==> config.mk <==
export PLATFORM = sky130hd
export DESIGN_NAME = cc_branch_unit
export DESIGN_NICKNAME = d
export VERILOG_FILES = /design/src/rtl/cc_branch_unit.sv
export SDC_FILE = /design/constraint.sdc
export NUM_CORES = 1
export LEC_CHECK = 0
export BUFFER_PORTS_ARGS = -buffer_cell sky130_fd_sc_hd__buf_2
export CAP_MARGIN = 20
export CORE_MARGIN = 5
export CORE_UTILIZATION = 35
export CTS_BUF_LIST = sky130_fd_sc_hd__clkbuf_8
export DETAILED_ROUTE_END_ITERATION = 8
export PLACE_DENSITY_LB_ADDON = 0.3
export SLEW_MARGIN = 15
export SYNTH_ARGS = -nofsm -noshare
export SYNTH_HDL_FRONTEND = slang
export SYNTH_SLANG_ARGS = --single-unit
==> constraint.sdc <==
create_clock -name clk -period 5.1 [get_ports clk]
set_input_delay 1.02 -clock clk [delete_from_list [all_inputs] [get_ports clk]]
set_output_delay 1.02 -clock clk [all_outputs]
set_load 0.005 [all_outputs]
==> src/rtl/cc_branch_unit.sv <==
// LC-3 style NZP condition-code register and branch-enable logic, extended with a
// bounded LIFO that saves and restores CC across interrupt/trap nesting.
module cc_branch_unit #(
    parameter int             WIDTH    = 16,
    parameter int             DEPTH    = 4,
    parameter logic [2:0]     RESET_CC = 3'b010,
    localparam int            LW       = $clog2(DEPTH + 1)
) (
    input  logic             clk,
    input  logic             rst_n,
    input  logic [WIDTH-1:0] bus,
    input  logic             ld_cc,
    input  logic             ld_ben,
    input  logic [2:0]       ir_nzp,
    input  logic             cc_push,
    input  logic             cc_pop,
    input  logic             clr_err,
    output logic             n,
    output logic             z,
    output logic             p,
    output logic             ben,
    output logic [LW-1:0]    stk_level,
    output logic             stk_empty,
    output logic             stk_full,
    output logic             stk_err
);

    function automatic logic [2:0] classify(input logic signed [WIDTH-1:0] v);
        if (v == '0)
            return 3'b010;
        else if (v < 0)
            return 3'b100;
        else
            return 3'b001;
    endfunction

    logic [2:0]    cc_p0;
    // Sized to the level counter's range so it can be indexed without width games.
    logic [2:0]    stack [2**LW];
    logic [LW-1:0] top_idx;
    logic          do_push;
    logic          do_pop;
    logic          err_set;
    logic [2:0]    cc_nxt;

    assign stk_empty = (stk_level == '0);
    assign stk_full  = (stk_level == LW'(DEPTH));
    assign top_idx   = stk_level - LW'(1);

    // A simultaneous push and pop leaves the stack alone and only raises the error.
    assign do_push = cc_push && !cc_pop && !stk_full;
    assign do_pop  = cc_pop && !cc_push && !stk_empty;
    assign err_set = (cc_push && cc_pop)
                   || (cc_push && !cc_pop && stk_full)
                   || (cc_pop && !cc_push && stk_empty);

    always_comb begin
        cc_nxt = cc_p0;
        if (do_pop)
            cc_nxt = stack[top_idx];
        else if (ld_cc)
            cc_nxt = classify(bus);
    end

    always_ff @(posedge clk or negedge rst_n) begin
        if (!rst_n) begin
            cc_p0     <= RESET_CC;
            ben       <= 1'b0;
            stk_level <= '0;
            stk_err   <= 1'b0;
        end else begin
            cc_p0 <= cc_nxt;
            if (ld_ben)
                ben <= |(ir_nzp & cc_p0);
            if (do_push)
                stk_level <= stk_level + LW'(1);
            else if (do_pop)
                stk_level <= top_idx;
            if (err_set)
                stk_err <= 1'b1;
            else if (clr_err)
                stk_err <= 1'b0;
        end
    end

    // Saved entries are plain data; reset only discards them by clearing the level.
    always_ff @(posedge clk) begin
        if (do_push)
            stack[stk_level] <= cc_p0;
    end

    assign {n, z, p} = cc_p0;

endmodule

==> key figures, run 1 <==
Power and ir drop
  • Peak supply drop: 0.000175 V
  • Internal Pwr Total: 0.000680 W
  • P_leak: 0.754 nW
  • Part of the power in registers: 43.1%
  • Sw Share: 33.5%
  • Pwr/cell area: 544 nW/um2
  • Sw Pwr: 0.000342 W
  • Tot Pwr: 0.00102 W
  • Logic gate share of total power: 32.6%
  • Clock power share: 24.3%

STA
  • Rel. slew slack: 62.6%
  • Final setup viols: 0
  • Worst Tran Pin Value: 557 ps
  • WHS: 524 ps
  • Slew Limit Fails: 0
  • Final WS setup: 2420 ps
  • Final TNS setup: 0 ps
  • Unrepaired setup endpoints after global routing: no
  • Fin crit period: 2680 ps
  • Final hold vios: 0
  • Worst Clk Skew: 2.75 ps
  • Max Freq: 0.373 GHz
  • Crit share post-route: 52.6%

Setup path
  • Crit Path Max Fanout: 7
  • CP bufs+invs: 2
  • Critical Setup Path Class: reg -> out
  • Crit path largest cell delay: 480 ps
  • Startpoint Class: flip-flop
  • FF-to-FF setup slack: 2830 ps
  • CP top delay family: flip-flops
  • Crit-path cells: inv_1 -> ha_1 -> nor2b_1 -> buf_2
  • Worst EP arrival: 1660 ps
  • Slowest cell on the critical path: dfrtp_1
  • Worst setup EP type: output port
  • WP data required: 4080 ps
  • FF-to-FF Start: stk_level[0]
  • Reg-to-reg endpoint: cc_p0[0]
  • Reg2Reg Depth: 6

Worst hold path
  • Hold EP: ben
  • Hold path startpoint: ben
  • Hold Path Class: reg -> reg
  • Hold Crit Depth: 2

GRT
  • Initial antenna violation count: 0
  • First-pass GRT wire length: 5210 um
  • Global-route usage over all layers: 11.7%
  • Vias in the first global route: 1,022
  • Pin count of the biggest net entering global routing: 16
  • Grt ovf: 0

Synthesis
  • Netlist cell types: 31
  • EDFF count, synth: 24
  • Mean Syn Cell Area: 14.0 um2
  • Synth warnings: 0
  • Asr flop ratio synth: 25.0%
  • Sequential-to-total area share from yosys stat: 59.8%
  • Synth Register Bits: 32
  • Synthesized Nets: 139
  • Post-synth top flop: edfxtp_1
  • Syn Inst Count: 110
  • Mapped Area: 1540 um2

Detailed routing
  • Overall routed net length: 3370 um
  • DRC Markers: 0
  • DRT Pass-1 Iters: 4
  • Vias per inst: 5.21
  • Initial drt markers: 53
  • Via count: 1,041
  • WL/cell: 16.8 um
  • Post-route ant nets: 0

Floorplan
  • Initial Util: 35.7%
  • Num rows: 24
  • Die Ht: 76.4 um
  • Core area: 4320 um2
  • DIE AREA: 5840 um2
  • I/O pins: 36
  • Die width: 76.4 um

CTS
  • Num CTS Buffers: 5
  • CTS Sinks: 32
  • CTS Buffer Depth: 2
  • CTS tree: yes
  • Clock root cell: clkbuf_8
  • Clk Latency, worst-skew pair: 280 ps
  • Hold Buf Count CTS: 0
  • Clock slew at reported path FFs: 70 ps
  • Post-CTS Resized: 0
  • Post-CTS setup buffer count: 0
  • H-Tree Depth: 2

Finish
  • Ant. Diodes: 0
  • Layout cells sized above 1: 31.8%
  • Fill cell count: 397
  • Synth-to-layout area growth: 21.7%
  • Nets: 176

Run
  • Max-Cap Viols: 0

Outcome
  • Outcome: finished clean

Placement
  • IO Port Bufs: 35
  • Pre-CTS setup slack: 2730 ps
  • DP HPWL: 2600 um
  • Placer Congestion: 0.775
[area by class of cell]
| cell class | count | area [um2] | area share, % |
|---|---|---|---|
| clock buffer | 5 | 68.8 | 3.66 |
| clock inverter | 3 | 46.3 | 2.47 |
| inverter | 3 | 11.3 | 0.600 |
| multi-input combinational | 70 | 589 | 31.4 |
| sequential | 32 | 922 | 49.1 |
| tap | 52 | 65.1 | 3.46 |
| timing repair buffer | 35 | 175 | 9.33 |
[cell usage after synthesis (all sizes together), types with 3 or more instances]
master | number | area share (%)
clkbuf | 3 | 0.73
nor2 | 8 | 1.9
edfxtp | 24 | 47
o21ai | 6 | 1.9
inv | 3 | 0.73
nand2 | 6 | 1.5
nor4 | 4 | 1.6
nor3 | 4 | 1.3
mux2i | 10 | 6.5
mux4 | 6 | 9.7
dfrtp | 7 | 11
nor2b | 4 | 1.6
nand3b | 3 | 1.5
ha | 3 | 2.4
a21oi | 3 | 0.97
[metal layers]
metal	up-vias	part of all wire, %	global-route usage (%)
li1	500	-	-
met1	504	41	13.7
met2	32	51	18.8
met3	5	6.4	4.49
met4	0	1.5	5.24
met5	-	0	0
[stage by stage]
step | utilization (%) | cell area (um2) | std cells
2_1_floorplan | - | 1540 | 110
3_3_place_gp | 40.8 | 1760 | 192
3_5_place_dp | 40.8 | 1760 | 192
4_1_cts | 43.4 | 1880 | 200
5_1_grt | 43.4 | 1880 | 200
6_report | 43.4 | 1880 | 200
[cell usage in the layout, fill, tap and decap left out, drive strengths merged, types with 2 or more instances in the layout]
master / n
buf: 35
edfxtp: 24
mux2i: 10
nor2: 8
dfrtp: 7
nand2: 6
o21ai: 6
mux4: 6
clkbuf: 5
nor2b: 4
nor3: 4
nor4: 4
inv: 4
nand3b: 3
a21oi: 3
ha: 3
nor3b: 2
[worst max-delay path by stage]
stage	start	endpoint	cells past startpoint
after floorplan	stk_level[1]	stk_full	4
after global placement	stk_level[0]	stk_empty	4
after detailed placement	stk_level[0]	stk_empty	4
after CTS	stk_level[0]	stk_empty	4
after global routing	stk_level[0]	stk_empty	4
final	stk_level[0]	stk_empty	4
[worst reg2reg max path, delay by kind of cell (launching register included)]
kind / cells / cell delay [ps]
multiplexers: 3 / 830
flip-flops: 1 / 510
XOR/XNOR: 1 / 340
adder cells (fa/ha/maj): 1 / 290
buffers and inverters: 1 / 190
[power by group through the flow]
stage | registers (W) | clock network, W | logic [W]
3_5_place_dp | 0.000447 | 0 | 0.000337
3_3_place_gp | 0.000448 | 0 | 0.000330
2_1_floorplan | 0.000408 | 0 | 0.000258
5_1_grt | 0.000451 | 0.000263 | 0.000368
6_report | 0.000441 | 0.000248 | 0.000333
4_1_cts | 0.000443 | 0.000250 | 0.000339
[sequential cells by signal, indices dropped and copies added, names as in the netlist]
| name | count |
|---|---|
| ben | 1 |
| stk_level | 3 |
| stack | 24 |
| stk_err | 1 |
| cc_p0 | 3 |
[kinds of logic after synthesis]
logic type,after synthesis,synth area share (%)
AO/OA/AOI/OAI,13,5.03
XOR/XNOR,2,1.62
multiplexers,16,16.2
adder cells (fa/ha/maj),3,2.43
AND/OR/NAND/NOR,36,12.9
flip-flops,32,59.8
buffers and inverters,8,2.03
Note: power is estimated with default switching activity, not from simulation.
==> inputs of run 2 (changes only) <==
--- a/config.mk
+++ b/config.mk
@@ -5,6 +5,7 @@
 export SDC_FILE = /design/constraint.sdc
 export NUM_CORES = 1
 export LEC_CHECK = 0
+export ABC_AREA = 1
 export BUFFER_PORTS_ARGS = -buffer_cell sky130_fd_sc_hd__buf_2
 export CAP_MARGIN = 20
 export CORE_MARGIN = 5
==> constraint.sdc (replaced) <==
create_clock -name clk -period 2.73 [get_ports clk]
set_input_delay 0.546 -clock clk [delete_from_list [all_inputs] [get_ports clk]]
set_output_delay 0.546 -clock clk [all_outputs]
set_load 0.005 [all_outputs]
==> run 2 against run 1 <==
Compared with the run above:
- hold slack worse by 420 ps
- setup slack worse by 1600 ps
- sequential cell count unchanged
- synthesized cell count up 64%
- count of clock-buffer cells in the layout unchanged
- sequential share of layout area down 0.74 points
- clock skew up 4.8 ps
- largest cell class unchanged
==> key figures, run 2 <==
Synthesis
  • Synth Area in Adders: 2.34% (-0.095 points)
  • Synth Area in Compound Gates: 4.13% (-0.90 points)
  • Largest cells by area after synthesis: edfxtp_1 45%, nand2_1 12%, dfrtp_1 11%, nor2_1 5.8%, nand3_1 5.6%
  • Post-synth top area share: 44.9% (-1.8 points)
  • Mapped Area: 1610 um2 (+4.1%)
  • Most numerous cell in the Yosys netlist: nand2_1
  • Synth Register Bits: 32 (unchanged)
  • Netlist cell types: 22 (-29%)
  • Mean Syn Cell Area: 8.92 um2 (-36%)
  • Post-Synth Simple-Gate Area: 25.6% (+13 points)
  • Synth warnings: 0 (unchanged)
  • Syn Inst Count: 180 (+64%)
  • EDFF count, synth: 24 (unchanged)
  • Synthesized Nets: 209 (+50%)
  • Yosys top cell by area: edfxtp_1
  • Sequential-to-total area share from yosys stat: 57.4% (-2.3 points)
  • Top cells by count, synth: 53 x nand2_1, 25 x nor2_1, 24 x edfxtp_1
  • Mux contribution to synthesized area: 0% (-16 points)
  • Post-Synth XOR/XNOR Area: 2.18% (+0.56 points)
  • Post-synth top flop: edfxtp_1
  • Largest family of logic cells by synthesized area: simple AND/OR/NAND/NOR gates
  • Asr flop ratio synth: 25.0% (unchanged)

Finish
  • Most frequent cells in the layout: 53 x nand2_1, 35 x buf_2, 25 x nor2_1
  • Synth-to-layout area growth: 18.8%
  • Reg with most FFs: stack
  • Biggest regs: stack x24, cc_p0 x3, stk_level x3
  • Max FFs per register: 24 (unchanged)
  • Fill cell count: 456 (+15%)
  • Nets: 249 (+41%)
  • Ant. Diodes: 0 (unchanged)
  • Multi-input gate area: 551 um2 (-6.6%)
  • Layout cells sized above 1: 22.6% (-9.1 points)
  • Most common library cell in the layout ignoring fill and taps: nand2_1
  • Reg area: 922 um2 (unchanged)

STA
  • WHS: 101 ps (-423 ps)
  • Fin crit period: 1920 ps
  • Final setup viols: 0 (unchanged)
  • Final TNS setup: 0 ps (unchanged)
  • Crit share post-route: 70.3%
  • Slew Limit Fails: 0 (unchanged)
  • Rel. slew slack: 73.6% (+11 points)
  • Worst Tran Pin Value: 396 ps (-161 ps)
  • Worst Clk Skew: 7.54 ps (+4.79 ps)
  • Unrepaired setup endpoints after global routing: no
  • Max Freq: 0.521 GHz
  • Final hold vios: 0 (unchanged)

CTS
  • Post-CTS Resized: 0 (unchanged)
  • Clock slew at reported path FFs: 60 ps (about the same)
  • Clk Latency, worst-skew pair: 280 ps (about the same)
  • CTS Sinks: 32 (unchanged)
  • Num CTS Buffers: 5 (unchanged)
  • Clock root cell: clkbuf_8
  • CTS Buffer Depth: 2 (unchanged)
  • CTS tree: yes
  • Post-CTS setup buffer count: 0 (unchanged)
  • Hold Buf Count CTS: 0 (unchanged)
  • H-Tree Depth: 2 (unchanged)

Floorplan
  • DIE AREA: 6040 um2 (+3.5%)
  • Initial Util: 36.4% (+0.69 points)
  • Core area: 4410 um2 (+2.1%)
  • Die Ht: 77.7 um (+1.7%)
  • I/O pins: 36 (unchanged)
  • Num rows: 24 (unchanged)
  • Die width: 77.7 um (+1.7%)

Detailed routing
  • DRT Pass-1 Iters: 4 (unchanged)
  • Via count: 1,245 (+20%)
  • Overall routed net length: 3420 um (+1.5%)
  • DRC Markers: 0 (unchanged)
  • Post-route ant nets: 0 (unchanged)
  • WL/cell: 12.5 um (-26%)
  • Initial drt markers: 88 (+66%)
  • Vias per inst: 4.56 (-12%)

Setup path
  • FF-to-FF Start: stk_level[1]
  • WP data required: 2180 ps (-1900 ps)
  • Critical Setup Path Class: reg -> out
  • Crit Path Max Fanout: 15 (+8)
  • Worst setup EP type: output port
  • Reg2Reg Depth: 7 (+1)
  • Critical Path Source: stk_level[0]
  • Worst EP arrival: 1370 ps (-290 ps)
  • FF-to-FF setup slack: 890 ps (-1940 ps)
  • Reg-to-reg endpoint: stack[4][1]
  • Startpoint Class: flip-flop

GRT
  • Vias in the first global route: 1,189 (+16%)
  • Global-route usage over all layers: 12.0% (+0.30 points)
  • Grt ovf: 0 (unchanged)
  • Initial antenna violation count: 0 (unchanged)
  • Pin count of the biggest net entering global routing: 17 (+1)
  • First-pass GRT wire length: 5610 um (+7.7%)

Placement
  • IO Port Bufs: 35 (unchanged)
  • Placer Congestion: 0.909 (+17%)
  • DP HPWL: 2720 um (+4.7%)

Power and ir drop
  • Peak supply drop: 0.000288 V (+64%)
  • Pwr/cell area: 943 nW/um2 (+73%)
  • P_leak: 0.909 nW (+21%)

Run
  • Max-Cap Viols: 0 (unchanged)

Outcome
  • Outcome: finished clean

Worst hold path
  • Hold Path Class: in -> async
==> run 2: cell types whose count changed in the layout (fill, tap and decap cells not counted), moves of 10 or more <==
cell     change
nor2_1      +17
nand2_1     +47
nand3_1     +18
inv_1       +21
mux2i_1     -10
==> run 2: final cells by class <==
class                   count  share of cell area (%)
flip-flops and latches     32                    48.4
repair buffers             37                    9.97
well taps                  52                    3.41
clock inverters             3                   0.591
inverters                  26                    5.18
clock buffers               5                    3.61
multi-input cells         118                    28.9
==> run 2: worst max path at each step <==
stage	end	slack [ps]	cells past startpoint
after floorplan	stack[4][0]	970	8
after detailed placement	stack[3][0]	940	7
after global placement	stack[7][0]	980	7
after global routing	stk_full	740	5
after CTS	stk_full	800	5
final	stk_full	810	5
==> run 2: worst max-delay path: stages, from the launching register on <==
cell and delay, ps:
dfrtp_1 390, inv_2 200, ha_1 230, nand2_1 80
inv_1 90, buf_2 110
==> run 2: metal layers <==
metal / global-route usage (%) / wire (um) / up-vias
li1: - / - / 654
met1: 15.1 / 1570 / 564
met2: 18.0 / 1610 / 23
met3: 5.09 / 182 / 4
met4: 4.81 / 53 / 0
met5: 0 / 0 / -
==> run 2: logic make-up (layout without fill, tap and decap cells) <==
family                   Yosys count  in the layout
AO/OA/AOI/OAI                     12             12
XOR/XNOR                           4              4
adder cells (fa/ha/maj)            3              3
buffers and inverters             30             71
flip-flops                        32             32
AND/OR/NAND/NOR                   99             99
==> run 2: per-stage QoR <==
| step | cells | setup WS [ps] | power (W) | instance area, um2 | utilization (%) |
|---|---|---|---|---|---|
| finish | 273 | 811 | 0.00180 | 1910 | 43.2 |
| global route | 273 | 737 | 0.00194 | 1910 | 43.2 |
| CTS | 273 | 795 | 0.00182 | 1910 | 43.2 |
| detailed placement | 265 | 938 | 0.00150 | 1830 | 41.4 |
| global placement | 265 | 978 | 0.00152 | 1830 | 41.4 |
| floorplan | 180 | 970 | 0.00127 | 1610 | - |
==> run 2: report_power, final <==
part           switching, W  total, W  internal [W]
combinational      0.000471  0.000747      0.000276
sequential        0.0000873  0.000732      0.000645
clock              0.000150  0.000319      0.000169
